--- src/rtl/neureka_binconv_column_bitserial.sv ---
// Bit-serial binconv column: reduces masked activation x weight-bit lanes per beat and
// accumulates MSB-first bit-planes into a signed partial result buffered in a small FIFO.
module neureka_binconv_column_bitserial #(
    parameter int unsigned COLUMN_SIZE    = 9,
    parameter int unsigned QA_IN          = 8,
    parameter int unsigned MAX_WBITS      = 8,
    parameter int unsigned OUT_FIFO_DEPTH = 2,
    parameter int unsigned PIPELINE       = 1,
    localparam int unsigned SUM_W = QA_IN + $clog2(COLUMN_SIZE),
    localparam int unsigned ACC_W = SUM_W + MAX_WBITS + 1,
    localparam int unsigned CNT_W = $clog2(MAX_WBITS + 1)
) (
    input  logic                         clk_i,
    input  logic                         rst_ni,
    input  logic                         enable_i,
    input  logic                         clear_i,
    input  logic                         act_valid_i,
    output logic                         act_ready_o,
    input  logic [COLUMN_SIZE*QA_IN-1:0] act_data_i,
    input  logic                         wgt_valid_i,
    output logic                         wgt_ready_o,
    input  logic [COLUMN_SIZE-1:0]       wgt_data_i,
    input  logic [CNT_W-1:0]             wbits_i,
    input  logic                         signed_i,
    input  logic                         weight_offset_i,
    input  logic [COLUMN_SIZE-1:0]       enable_mask_i,
    output logic                         pres_valid_o,
    input  logic                         pres_ready_i,
    output logic [ACC_W-1:0]             pres_data_o,
    output logic                         busy_o
);

    localparam int unsigned PTR_W  = (OUT_FIFO_DEPTH > 1) ? $clog2(OUT_FIFO_DEPTH) : 1;
    localparam int unsigned FCNT_W = $clog2(OUT_FIFO_DEPTH + 1);

    typedef enum logic {IDLE, ACCUM} state_e;

    state_e             state_q, state_d;
    logic [CNT_W-1:0]   plane_cnt_q, plane_cnt_d;
    logic [CNT_W-1:0]   wbits_lat_q, wbits_lat_d;
    logic               signed_lat_q, signed_lat_d;
    logic [CNT_W-1:0]   wbits_clamped, cur_wbits;
    logic               cur_signed, first_plane, last_plane;
    logic               flush, credit_ok, fire, inflight, pipe_busy;
    logic [SUM_W-1:0]   colsum;
    logic               s1_neg;

    logic               s2_valid, s2_first, s2_neg, s2_last;
    logic [SUM_W-1:0]   s2_sum;
    logic signed [ACC_W-1:0] acc_q, acc_next, sum_ext;

    logic [ACC_W-1:0]   fifo_mem [OUT_FIFO_DEPTH];
    logic [PTR_W-1:0]   rd_ptr_q, wr_ptr_q;
    logic [FCNT_W-1:0]  fifo_cnt_q;
    logic               push, pop;

    assign flush = !rst_ni || clear_i;

    always_comb begin
        if (wbits_i == '0) begin
            wbits_clamped = CNT_W'(1);
        end else if (wbits_i > CNT_W'(MAX_WBITS)) begin
            wbits_clamped = CNT_W'(MAX_WBITS);
        end else begin
            wbits_clamped = wbits_i;
        end
    end

    // In IDLE the beat being offered is the first plane, so it uses the live wbits/signed.
    assign cur_wbits   = (state_q == IDLE) ? wbits_clamped : wbits_lat_q;
    assign cur_signed  = (state_q == IDLE) ? signed_i : signed_lat_q;
    assign first_plane = (plane_cnt_q == '0);
    assign last_plane  = (plane_cnt_q == cur_wbits - CNT_W'(1));
    assign s1_neg      = first_plane && cur_signed && (cur_wbits > CNT_W'(1));

    // A new result may only start if a FIFO slot is guaranteed once it completes.
    assign credit_ok = (state_q == ACCUM) ||
                       (({1'b0, fifo_cnt_q} + (FCNT_W+1)'(inflight)) < (FCNT_W+1)'(OUT_FIFO_DEPTH));

    assign fire = rst_ni && !clear_i && enable_i && act_valid_i &&
                  (wgt_valid_i || weight_offset_i) && credit_ok;

    assign wgt_ready_o = fire;
    assign act_ready_o = fire && last_plane;

    always_comb begin
        colsum = '0;
        for (int unsigned ii = 0; ii < COLUMN_SIZE; ii++) begin
            if (enable_mask_i[ii] && (weight_offset_i || wgt_data_i[ii])) begin
                colsum = colsum + SUM_W'(act_data_i[ii*QA_IN +: QA_IN]);
            end
        end
    end

    always_comb begin
        state_d      = state_q;
        plane_cnt_d  = plane_cnt_q;
        wbits_lat_d  = wbits_lat_q;
        signed_lat_d = signed_lat_q;
        if (fire) begin
            plane_cnt_d = last_plane ? '0 : plane_cnt_q + CNT_W'(1);
            if (state_q == IDLE) begin
                wbits_lat_d  = wbits_clamped;
                signed_lat_d = signed_i;
                if (!last_plane) begin
                    state_d = ACCUM;
                end
            end else if (last_plane) begin
                state_d = IDLE;
            end
        end
    end

    always_ff @(posedge clk_i) begin
        if (flush) begin
            state_q      <= IDLE;
            plane_cnt_q  <= '0;
            wbits_lat_q  <= CNT_W'(1);
            signed_lat_q <= 1'b0;
        end else if (enable_i) begin
            state_q      <= state_d;
            plane_cnt_q  <= plane_cnt_d;
            wbits_lat_q  <= wbits_lat_d;
            signed_lat_q <= signed_lat_d;
        end
    end

    generate
        if (PIPELINE != 0) begin : g_pipe
            logic             pipe_valid_q, pipe_first_q, pipe_neg_q, pipe_last_q;
            logic [SUM_W-1:0] pipe_sum_q;

            always_ff @(posedge clk_i) begin
                if (flush) begin
                    pipe_valid_q <= 1'b0;
                    pipe_first_q <= 1'b0;
                    pipe_neg_q   <= 1'b0;
                    pipe_last_q  <= 1'b0;
                    pipe_sum_q   <= '0;
                end else if (enable_i) begin
                    pipe_valid_q <= fire;
                    if (fire) begin
                        pipe_first_q <= first_plane;
                        pipe_neg_q   <= s1_neg;
                        pipe_last_q  <= last_plane;
                        pipe_sum_q   <= colsum;
                    end
                end
            end

            assign s2_valid  = pipe_valid_q;
            assign s2_first  = pipe_first_q;
            assign s2_neg    = pipe_neg_q;
            assign s2_last   = pipe_last_q;
            assign s2_sum    = pipe_sum_q;
            assign inflight  = pipe_valid_q && pipe_last_q;
            assign pipe_busy = pipe_valid_q;
        end else begin : g_comb
            assign s2_valid  = fire;
            assign s2_first  = first_plane;
            assign s2_neg    = s1_neg;
            assign s2_last   = last_plane;
            assign s2_sum    = colsum;
            assign inflight  = 1'b0;
            assign pipe_busy = 1'b0;
        end
    endgenerate

    assign sum_ext  = $signed({{(ACC_W-SUM_W){1'b0}}, s2_sum});
    assign acc_next = (s2_first ? ACC_W'(0) : (acc_q <<< 1)) + (s2_neg ? -sum_ext : sum_ext);

    always_ff @(posedge clk_i) begin
        if (flush) begin
            acc_q <= '0;
        end else if (enable_i && s2_valid) begin
            acc_q <= acc_next;
        end
    end

    assign push = enable_i && s2_valid && s2_last;
    assign pop  = enable_i && pres_valid_o && pres_ready_i;

    function automatic logic [PTR_W-1:0] ptr_inc(input logic [PTR_W-1:0] p);
        return (p == PTR_W'(OUT_FIFO_DEPTH - 1)) ? '0 : p + PTR_W'(1);
    endfunction

    always_ff @(posedge clk_i) begin
        if (flush) begin
            rd_ptr_q   <= '0;
            wr_ptr_q   <= '0;
            fifo_cnt_q <= '0;
        end else begin
            if (push) begin
                wr_ptr_q <= ptr_inc(wr_ptr_q);
            end
            if (pop) begin
                rd_ptr_q <= ptr_inc(rd_ptr_q);
            end
            if (push && !pop) begin
                fifo_cnt_q <= fifo_cnt_q + FCNT_W'(1);
            end else if (pop && !push) begin
                fifo_cnt_q <= fifo_cnt_q - FCNT_W'(1);
            end
        end
    end

    always_ff @(posedge clk_i) begin
        if (!flush && push) begin
            fifo_mem[wr_ptr_q] <= acc_next;
        end
    end

    assign pres_valid_o = (fifo_cnt_q != '0);
    assign pres_data_o  = pres_valid_o ? fifo_mem[rd_ptr_q] : '0;
    assign busy_o       = (state_q != IDLE) || pipe_busy || (fifo_cnt_q != '0);

endmodule

--- config.mk ---
export PLATFORM = sky130hd
export DESIGN_NAME = neureka_binconv_column_bitserial
export DESIGN_NICKNAME = d
export VERILOG_FILES = /design/src/rtl/neureka_binconv_column_bitserial.sv
export SDC_FILE = /design/constraint.sdc
export NUM_CORES = 1
export LEC_CHECK = 0
export CAP_MARGIN = 40
export CELL_PAD_IN_SITES_DETAIL_PLACEMENT = 0
export CELL_PAD_IN_SITES_GLOBAL_PLACEMENT = 1
export CORE_ASPECT_RATIO = 0.75
export CORE_UTILIZATION = 35
export DETAILED_ROUTE_END_ITERATION = 6
export PLACE_DENSITY_LB_ADDON = 0.1
export SYNTH_ARGS = -nofsm -noshare
export SYNTH_HDL_FRONTEND = slang
export SYNTH_SLANG_ARGS = --single-unit
--- constraint.sdc ---
create_clock -name clk_i -period 12.4 [get_ports clk_i]
set_clock_uncertainty 0.05 [all_clocks]
set_input_delay 3.72 -clock clk_i [delete_from_list [all_inputs] [get_ports clk_i]]
set_output_delay 3.72 -clock clk_i [all_outputs]
set_load 0.1 [all_outputs]
==> flow_metrics.env <==
export IMPL_ys_types=87
export IMPL_synth_seq_area_share_pct=25.43
export IMPL_hold_start="acc_q[16]"
export IMPL_die_width_um=186.9
export IMPL_synth_seq_cells=93
export IMPL_diodes=0
export IMPL_synth_edf_count=42
export IMPL_vdd_drop_max_mv=0.06083
export IMPL_preCtsSetupSlack_ns=-0.8468
export IMPL_stdcell_area_um2=13450
export IMPL_post_route_period_util_pct=98.35
export IMPL_hold_path_class="flop to flop"
export IMPL_p_leak_uw=0.005653
export IMPL_maxCapViolations=0
export IMPL_dr_pass1_iters=4
export IMPL_synthArstFlopShare_pct=0
export IMPL_ys_warn_count=0
export IMPL_regArea_um2=2282
export IMPL_io_pins=128
export IMPL_routed_via_count=8703
export IMPL_synth_area_leaders="edfxtp_1 (14%), ha_1 (12%), dfxtp_1 (11%)"
export IMPL_crit_path_start_kind="primary input"
export IMPL_synthTopCellsByCount="nor2_1 (113), nand2_1 (101), ha_1 (89)"
export IMPL_synth_top_family_by_area="compound AO/OA/AOI/OAI gates"
export IMPL_clk_latency_ns=0.35
export IMPL_portBuffers=127
export IMPL_hpwl_um=19590
export IMPL_syn_inst=1083
export IMPL_fin_cells=1764
export IMPL_slew_violations=0
export IMPL_drive_above_1_share_pct=28.26
export IMPL_multiInputGateArea_um2=6969
export IMPL_hold_viol_final=0
export IMPL_core_um2=25090
export IMPL_synthMuxAreaShare_pct=4.962
export IMPL_crit_required_ns=12.59
export IMPL_postPlaceCellArea_um2=12180
export IMPL_clock_sinks=93
export IMPL_nFillCells=2303
export IMPL_critPathCaptureType="flop"
export IMPL_synth_main_ff_cell="dfxtp_1"
export IMPL_clockRootBuffer="clkbuf_16"
export IMPL_cp_arrival_ns=12.39
export IMPL_crit_type="primary input to flop"
export IMPL_drc=0
export IMPL_startpoint="act_data_i[9]"
export IMPL_num_rows=50
export IMPL_routabilityCongestion=0.8472
export IMPL_synth_compound_gate_area_share_pct=24.03
export IMPL_synthToLayoutAreaGrowth_pct=49.82
export IMPL_grt_overflow=0
export IMPL_setup_violations=0
export IMPL_cpMostUsedCell="ha_4"
export IMPL_yosysTopAreaCellShare_pct=14.05
export IMPL_drtAntennaViolNets=0
export IMPL_rsz0062_at_grt="true"
export IMPL_grt_usage_pct=19.34
export IMPL_maxSlewHeadroom_pct=40.05
export IMPL_cts_tree="done"
export IMPL_worstMarginPinSlew_ns=0.8991
export IMPL_dp_cells=1703
export IMPL_die_area_um2=26300
export IMPL_synthMostInstantiatedCell="nor2_1"
export IMPL_start_util_pct=35.78
export IMPL_crit_path_max_fanout=5
export IMPL_critical_path_max_stage_delay_ns=0.49
export IMPL_status="finished clean"
export IMPL_synth_fa_ha_area_share_pct=14.41
export IMPL_layout_nets=1622
export IMPL_numCtsBuffers=9
export IMPL_slowest_stage="clkdlybuf4s50_1"
export IMPL_reg2reg_from="g_pipe.pipe_sum_q[0]"
export IMPL_cts_htree_levels=3
export IMPL_fin_ws_ns=0.2043
export IMPL_final_util_pct=53.61
export IMPL_synth_xor_area_share_pct=8.127
export IMPL_antenna_found_initial=0
export IMPL_p_per_area_nw_per_um2=118.6
export IMPL_yosys_area_share_simple_pct=19.04
export IMPL_max_freq_mhz=82.00
export IMPL_syn_num_nets=1284
export IMPL_cts_clk_slew_worst_paths_ns=0.07
export IMPL_drt_wl_total_um=25480
export IMPL_wire_per_inst_um=14.44
export IMPL_drt_iter0_drc=272
export IMPL_min_period_ns=12.20
export IMPL_synth_area_um2=8976
export IMPL_die_h_um=140.7
export IMPL_synth_top_cell_by_area="edfxtp_1"
export IMPL_grt_start_max_net_pins=43
export IMPL_clk_path_buf_depth=2
export IMPL_viasPerCell=4.934
export IMPL_syn_avg_cell_area_um2=8.288
export IMPL_grt_pass1_vias=8343
export IMPL_grt_pass1_wl_um=41610
[per-stage QoR]
stage | total power [µW] | setup TNS (ns) | hold slack, ns
finish | 1595 | 0 | 0.4030
global route | 1718 | -0.5806 | 0.4210
CTS | 1491 | 0 | 0.4035
detailed placement | 1162 | -3.496 | 0.3948
global placement | 1155 | -2.995 | 0.3875
floorplan | 806.6 | 0 | 0.3818
[kinds of logic (layout without fill, tap and decap cells)]
family                   Yosys count  count (layout)
AND/OR/NAND/NOR                  360             360
AO/OA/AOI/OAI                    319             319
adder cells (fa/ha/maj)           98              98
buffers and inverters             94             437
flip-flops                        93              93
XOR/XNOR                          76              76
multiplexers                      43              43
[critical path: cells and delay by family]
kind	cells	cell delay (ns)
xor gates and xnor gates	3	0.42
and+or+nand+nor	14	2.58
buffers and inverters	3	0.63
adders and majority gates	8	2.16
muxes	1	0.22
AOI/OAI and AO/OA	16	2.67
[path summary, 6_finish.rpt]
path / end / slack [ns] / cells past startpoint
setup / recovery: g_pipe.pipe_sum_q[11] / 0.20 / 45
hold / removal: acc_q[16] / 0.40 / 2
setup reg to reg: fifo_mem[0][19] / 7.29 / 17
hold reg to reg: acc_q[16] / 0.40 / 2
[power breakdown]
group | switching (µW) | internal (µW) | total (µW)
combinational | 441 | 570 | 1010
clock | 125 | 139 | 264
sequential | 1.26 | 319 | 320
[sequential cells by signal, summed over array words and instances (netlist names), named ones only]
register             flops
fifo_mem                42
acc_q                   20
g_pipe.pipe_sum_q       12
plane_cnt_q              4
wbits_lat_q              4
fifo_cnt_q               2
g_pipe.pipe_first_q      1
g_pipe.pipe_last_q       1
g_pipe.pipe_neg_q        1
g_pipe.pipe_valid_q      1
rd_ptr_q                 1
signed_lat_q             1
state_q                  1
wr_ptr_q                 1
[placed cells by master, fill, tap and decap left out, types with 9 or more instances in the layout]
| master | n |
|---|---|
| nor2_2 | 11 |
| nor2_1 | 103 |
| nor2b_1 | 29 |
| clkdlybuf4s50_1 | 118 |
| nand3_1 | 12 |
| dfxtp_1 | 51 |
| a21oi_1 | 75 |
| nand2_1 | 100 |
| nand2b_1 | 12 |
| or3_1 | 11 |
| clkbuf_16 | 9 |
| o21ai_2 | 10 |
| a211oi_2 | 11 |
| ha_4 | 20 |
| nor3_1 | 24 |
| mux2_2 | 10 |
| mux2i_1 | 30 |
| buf_4 | 214 |
| o21ai_1 | 10 |
| o21ai_0 | 47 |
| a211oi_1 | 13 |
| ha_1 | 67 |
| a21oi_2 | 14 |
| inv_1 | 53 |
| a21o_1 | 16 |
| xor2_1 | 24 |
| xnor2_1 | 45 |
| o21a_1 | 39 |
| edfxtp_1 | 42 |
| buf_8 | 22 |
| o21bai_1 | 12 |
[final cells by class]
| type | instances | share of cell area, % |
|---|---|---|
| clock buffer | 9 | 1.675 |
| clock inverter | 7 | 0.4373 |
| inverter | 56 | 1.563 |
| multi-input combinational | 896 | 51.82 |
| sequential | 93 | 16.97 |
| tap | 338 | 3.145 |
| timing repair buffer | 365 | 24.39 |
[metal layers]
metal  track usage (%)  routed length (µm)  vias up
met3             3.062                 722       11
li1                  -                   -     4582
met4             2.114                  85        0
met5                 0                   0        -
met1             29.11               14090     3968
met2             29.56               10570      142
[repair_timing]
| action | in CTS | in global routing |
|---|---|---|
| endpoints found under the setup margin | 5 | 6 |
| hold buffers | 0 | 0 |
| resized for setup | 55 | 84 |
| pin swaps | 20 | 53 |
| buffers inserted | 20 | 25 |
(Power assumes the default switching activity.)
